`src/rtl/count16_pkg.sv`:
```
// Shared processor constants: cycle-count defaults used by count16 and the mult/div units.
package count16_pkg;

   localparam int TERMINAL_DEF = 16;
   localparam int CNT_W_DEF    = 5;

   // The counter must be able to represent TERMINAL without wrapping.
   function automatic bit cnt_w_ok(input int terminal, input int cnt_w);
      return ((64'd1 << cnt_w) > 64'(terminal));
   endfunction

endpackage

```
`src/rtl/count16_if.sv`:
```
// Status bundle of count16: done/enable strobes plus the live count for observability.
interface count16_if
   import count16_pkg::*;
#(
   parameter int CNT_W = CNT_W_DEF
);
   logic             done;
   logic             enable;
   logic [CNT_W-1:0] count;

   modport master (output done, output enable, output count);
   modport slave  (input  done, input  enable, input  count);
endinterface

```
`src/rtl/count16_dffe_ar.sv`:
```
// Single D flip-flop with load enable and asynchronous active-low clear.
module dffe_ar (
   input  logic clk,
   input  logic rst_n,
   input  logic en,
   input  logic d,
   output logic q
);

   logic q_q;
   logic q_d;

   // An unknown enable falls through to hold, so an X reset cannot advance the count.
   always_comb begin
      q_d = q_q;
      if (en) q_d = d;
   end

   always_ff @(posedge clk or negedge rst_n) begin
      if (!rst_n) q_q <= 1'b0;
      else        q_q <= q_d;
   end

   assign q = q_q;

endmodule

```
`src/rtl/count16.sv`:
```
// Saturating cycle counter: done rises TERMINAL edges after reset release and stays high.
module count16
   import count16_pkg::*;
#(
   parameter int TERMINAL = TERMINAL_DEF,
   parameter int CNT_W    = CNT_W_DEF
)(
   output logic      done,
   input  logic      clock,
   input  logic      reset,
   output logic      enable,
   count16_if.master stat
);

   localparam logic [CNT_W-1:0] TERM_C = CNT_W'(TERMINAL);

   if (!cnt_w_ok(TERMINAL, CNT_W)) begin : g_bad_width
      $error("count16: CNT_W too narrow for TERMINAL");
   end

   logic [CNT_W-1:0] count_q;
   logic [CNT_W-1:0] count_d;
   logic             at_term;
   logic             cnt_en;

   always_comb begin
      at_term = (count_q == TERM_C);
      count_d = count_q + CNT_W'(1);
      cnt_en  = reset & ~at_term;
   end

   for (genvar i = 0; i < CNT_W; i++) begin : g_bit
      dffe_ar u_bit (
         .clk   (clock),
         .rst_n (reset),
         .en    (cnt_en),
         .d     (count_d[i]),
         .q     (count_q[i])
      );
   end

   assign done   = at_term;
   assign enable = ~at_term;

   assign stat.done   = done;
   assign stat.enable = enable;
   assign stat.count  = count_q;

endmodule

```
`src/flat_wrapper.sv`:
```
// flat-port wrapper written by rule: the top's interface ports become plain ports
module count16_flat import count16_pkg::*;
#(
   parameter int TERMINAL = TERMINAL_DEF,
   parameter int CNT_W    = CNT_W_DEF
)
  (done, clock, reset, enable, stat_done, stat_enable, stat_count);
  count16_if #(.CNT_W(CNT_W)) stat_i ();
  output logic done;
  input  logic clock;
  input  logic reset;
  output logic enable;
  output wire logic [$bits(stat_i.done)-1:0] stat_done;
  output wire logic [$bits(stat_i.enable)-1:0] stat_enable;
  output wire logic [$bits(stat_i.count)-1:0] stat_count;
  assign stat_done = stat_i.done;
  assign stat_enable = stat_i.enable;
  assign stat_count = stat_i.count;
  count16 #(.TERMINAL(TERMINAL), .CNT_W(CNT_W)) u_core (.done(done), .clock(clock), .reset(reset), .enable(enable), .stat(stat_i));
endmodule
```
`config.mk`:
```
export PLATFORM = sky130hd
export DESIGN_NAME = count16_flat
export DESIGN_NICKNAME = d
export VERILOG_FILES = /design/src/rtl/count16_pkg.sv /design/src/rtl/count16_if.sv /design/src/rtl/count16_dffe_ar.sv /design/src/rtl/count16.sv /design/src/flat_wrapper.sv
export SDC_FILE = /design/constraint.sdc
export NUM_CORES = 1
export LEC_CHECK = 0
export CAP_MARGIN = 20
export CELL_PAD_IN_SITES_DETAIL_PLACEMENT = 1
export CELL_PAD_IN_SITES_GLOBAL_PLACEMENT = 1
export CORE_AREA = 2 2 39 41
export DETAILED_ROUTE_END_ITERATION = 8
export DIE_AREA = 0 0 41 43
export PLACE_DENSITY_LB_ADDON = 0.1
export SYNTH_ARGS = -nofsm -noshare
export SYNTH_HDL_FRONTEND = slang
export SYNTH_SLANG_ARGS = --single-unit
```
`constraint.sdc`:
```
create_clock -name clock -period 1.7 [get_ports clock]
set_input_delay 0.34 -clock clock [delete_from_list [all_inputs] [get_ports clock]]
set_output_delay 0.34 -clock clock [all_outputs]
set_load 0.01 [all_outputs]
```
; ---- Word level (Yosys, flattened, before mapping)
; Index checks and enable logic that the tools add are counted.
[totals]
inputBits = 2
wordCells = 9
output_inout_bits = 9
reg_bits = 5
[op_classes]
addsub = 1
eq_ne = 1
bitwise = 2
[op_table]
columns = op, count
row1 = adder 5 x 1 -> 5 bit (second input constant), 1
row2 = == test 5 bit (second input constant), 1
row3 = AND 1 bit, 1
row4 = NOT 1 bit, 1

; ---- Depth between registers and ports, before layout
[logic_depth]
depth_word = 3
ltp_mapped = 6
depth_no_buf = 6

; ---- Hierarchy
; Synthesis repeated with hierarchy kept, for this count alone.
[unflattened]
cells_unflattened = 24
hier_area_um2 = 312.8
[by_module_without_submodules]
columns = module, seq_area_each_um2, cells_per_inst, n_inst, area_each_um2
row1 = dffe_ar, 25.0, 2, 5, 40.0
row2 = count16, 0.0, 14, 1, 112.6

; ---- Worst setup path before layout
; No wires, ideal clock.
[synth_path]
path_type = flip-flop to output port
start = reg u_core.g_bit[0].u_bit.q_q
end = out stat_done
n_path_buf = 1
arrival_ps = 1086
stages_incl_launch_ff = 6
setup_slack_ps = 274
cell_sequence = dfrtp_1 -> inv_1 -> ha_1 -> nand4bb_4 -> inv_1 -> buf_4
[synth_via]
elab_chain_cells = 1
[synth_lines]
columns = element, line
row1 = from (decl), count16_dffe_ar.sv:10  ; logic q_q;
row2 = from (signal assigned), count16_dffe_ar.sv:21  ; else q_q <= q_d;
row3 = == test 5 bit, count16.sv:27  ; at_term = (count_q == TERM_C);
row4 = to (decl), flat_wrapper.sv:13  ; output wire logic [$bits(stat_i.done)-1:0] stat_done;
; Every way passes these cells.

; ---- Worst setup path after layout
[layout_path]
start = reg u_core.g_bit[1].u_bit.q_q
end = out stat_enable
[layout_via]
elab_chain_cells = 2
[layout_lines]
columns = element, line
row1 = from (decl), count16_dffe_ar.sv:10
row2 = from (signal assigned), count16_dffe_ar.sv:21
row3 = == test 5 bit, count16.sv:27
row4 = NOT 1 bit, count16.sv:43  ; assign enable = ~at_term;
row5 = to (decl), flat_wrapper.sv:14  ; output wire logic [$bits(stat_i.enable)-1:0] stat_enable;
; Every way passes these cells.

==> impl_metrics.yaml <==
placement:
  hpwlAfterDp_um: 497
  place_ws_ns: -0.0423
  placed_area_sq_um: 447
  io_buffers: 10
  place.gp.congestion: 0.704
finish:
  area_growth_pct: 44.3
  antennaDiodeCount: 0
  layout-drive-gt1-share_pct: 46.5
  largest_reg_flops: 5
  final_area_sq_um: 460
  num-nets-final: 48
  n_fill_cell: 166
logic_synthesis:
  yosysSeqAreaShare_pct: 39.2
  synthCells: 28
  avgSynthCellArea_sq_um: 11.4
  synth_seq_cells: 5
  synth_cell_type_count: 12
  synth_warnings: 0
  synth_nets: 32
  synth_area_sq_um: 319
clock_tree:
  cts_buffers: 3
  path_clk_slew_ns: 0.04
  cts_tree: "built"
  cts_hold_buf: 0
  clock_latency_ns: 0.24
  htree_levels: 1
  root_buffer: "clkbuf_4"
  clockBufferDepth: 2
  cts.sinks: 5
timing:
  relSlewSlack_pct: 88.9
  fin_crit_ns: 1.61
  hold_violations: 0
  drv_slew: 0
  tightest_slew_ns: 0.166
  setup_violations: 0
  fin_skew_ns: 0.00272
  rsz0062_at_grt: "false"
  fmax_ghz: 0.620
  post-route-period-util_pct: 94.9
  fin_ws_ns: 0.0862
  hold_slack_ns: 0.433
global_routing:
  grt_max_degree: 9
  grt_pass1_vias: 269
  grt_pass1_wl_mm: 1.08
  grt_usage_pct: 9.58
  antenna_found_initial: 0
  grt_overflow_total: 0
worst_setup_path:
  cp.required_ns: 1.36
  cp-end-kind: "primary output"
  path_class: "flop to primary output"
  worstPathArrival_ns: 1.27
  crit_path_max_fanout: 3
  r2r_slack_ns: 0.18
  startpoint_type: "flop"
  r2r_start: "u_core.g_bit[1].u_bit.q$_DFFE_PN0P_"
  crit_start: "u_core.g_bit[1].u_bit.q$_DFFE_PN0P_"
detailed_routing:
  vias_per_cell: 4.00
  vias: 236
  drtPass1Iterations: 2
  finalWirelength_um: 604
  ant_nets: 0
  drcViolationCount: 0
  routedWlPerCell_um: 10.2
  drt_iter0_markers: 2
floorplan:
  rows: 14
  coreArea_sq_um: 1380
  ios: 11
  start_util_pct: 23.1
  die_area_sq_um: 1760
  die_w_um: 41
  die_h_um: 43
hold_path:
  hp-class: "input port to async pin"
power_and_ir_drop:
  ir_drop_mv: 0.502
  clock_power_share_pct: 15.6
  switching_share_pct: 33.0
  leakagePower_nw: 0.221
  p_comb_share_pct: 58.8
  p_switching_uw: 287
  seqPwrFrac_pct: 25.6
  intPower_uw: 584
  powerDensity_nw_per_um2: 1890
status:
  outcome: "finished, final reports clean"
job:
  maxCapViolCount: 0
==> routing by layer <==
metal  vias to the layer above  share of wire, %  GRT usage [%]
li1                        113                 -              -
met1                       115                43           10.7
met2                         8                51           12.5
met3                         0               6.3           3.66
met4                         0                 0           10.0
met5                         -                 0              0
==> layout make-up <==
cell class / instances / area (sq um) / area share [%]
Clock buffer: 4 / 26.3 / 5.71
Tap cell: 16 / 20.0 / 4.35
Multi-Input combinational cell: 13 / 133 / 28.8
Sequential cell: 5 / 125 / 27.2
Inverter: 3 / 11.3 / 2.45
Timing Repair Buffer: 18 / 145 / 31.5
==> placed cells by master (no fill, tap or decap) <==
cell type        synthesis  layout
a21o_2                   1       1
buf_2                    0       3
buf_4                    7       8
clkbuf_1                 0       1
clkbuf_4                 0       3
clkdlybuf4s15_1          0       1
clkdlybuf4s50_1          0       6
dfrtp_1                  5       5
ha_1                     2       1
ha_2                     0       1
inv_1                    3       2
inv_2                    0       1
mux2_4                   1       1
nand2_1                  1       1
nand2_2                  1       1
nand4_1                  2       2
nand4bb_4                1       1
nor3_1                   1       1
xnor2_1                  3       3
==> synthesized netlist by cell type <==
cell type  instances  area, sq um
ha_1               2         25.0
nand2_2            1         6.26
xnor2_1            3         26.3
a21o_2             1         8.76
nand2_1            1         3.75
buf_4              7         52.6
dfrtp_1            5          125
nand4_1            2         12.5
nand4bb_4          1         27.5
mux2_4             1         15.0
nor3_1             1         5.00
inv_1              3         11.3
==> kinds of logic (layout without fill, tap and decap cells) <==
group	count (synthesis)	count (layout)	share of synthesized area, %
buffers and inverters	10	25	20.0
AND/OR/NAND/NOR	6	6	17.3
flip-flops	5	5	39.2
XOR/XNOR	3	3	8.24
adder cells (fa/ha/maj)	2	2	7.84
AO/OA/AOI/OAI	1	1	2.75
multiplexers	1	1	4.70
==> per-stage QoR <==
step | std cells | total power [mW] | setup TNS, ns | util, %
floorplan | 28 | 0.554 | 0 | -
global placement | 55 | 0.737 | -0.0472 | 32.3
detailed placement | 55 | 0.750 | -0.0900 | 32.3
CTS | 59 | 0.895 | 0 | 34.1
global route | 59 | 0.940 | 0 | 33.3
finish | 59 | 0.871 | 0 | 33.3
==> critical path: stages (launching register included) <==
cell,delay [ns]
dfrtp_1,0.37
inv_1,0.06
ha_2,0.19
nand4bb_4,0.14
buf_4,0.16
buf_2,0.13
==> what timing repair did <==
action,4_1_cts,5_1_grt
setup endpoints to repair,4,2
resized for setup,12,4
cloned,0,0
setup buffers,0,0
==> power by group through the flow <==
stage	logic (mW)	clock network (mW)	registers, mW
final	0.512	0.136	0.223
after global routing	0.561	0.153	0.227
after floorplan	0.305	0	0.249
after CTS	0.526	0.145	0.224
after detailed placement	0.524	0	0.226
after global placement	0.515	0	0.222
==> path summary, 6_finish.rpt <==
check | endpoint | cells past startpoint
worst max-delay path | stat_enable | 5
worst min-delay path | u_core.g_bit[0].u_bit.q$_DFFE_PN0P_ | 2
worst max register to register | u_core.g_bit[1].u_bit.q$_DFFE_PN0P_ | 7
worst min register to register | u_core.g_bit[4].u_bit.q$_DFFE_PN0P_ | 1
max in group asynchronous | u_core.g_bit[4].u_bit.q$_DFFE_PN0P_ | 2
min in group clock | u_core.g_bit[4].u_bit.q$_DFFE_PN0P_ | 1
Power figures use the tool's default switching activity.
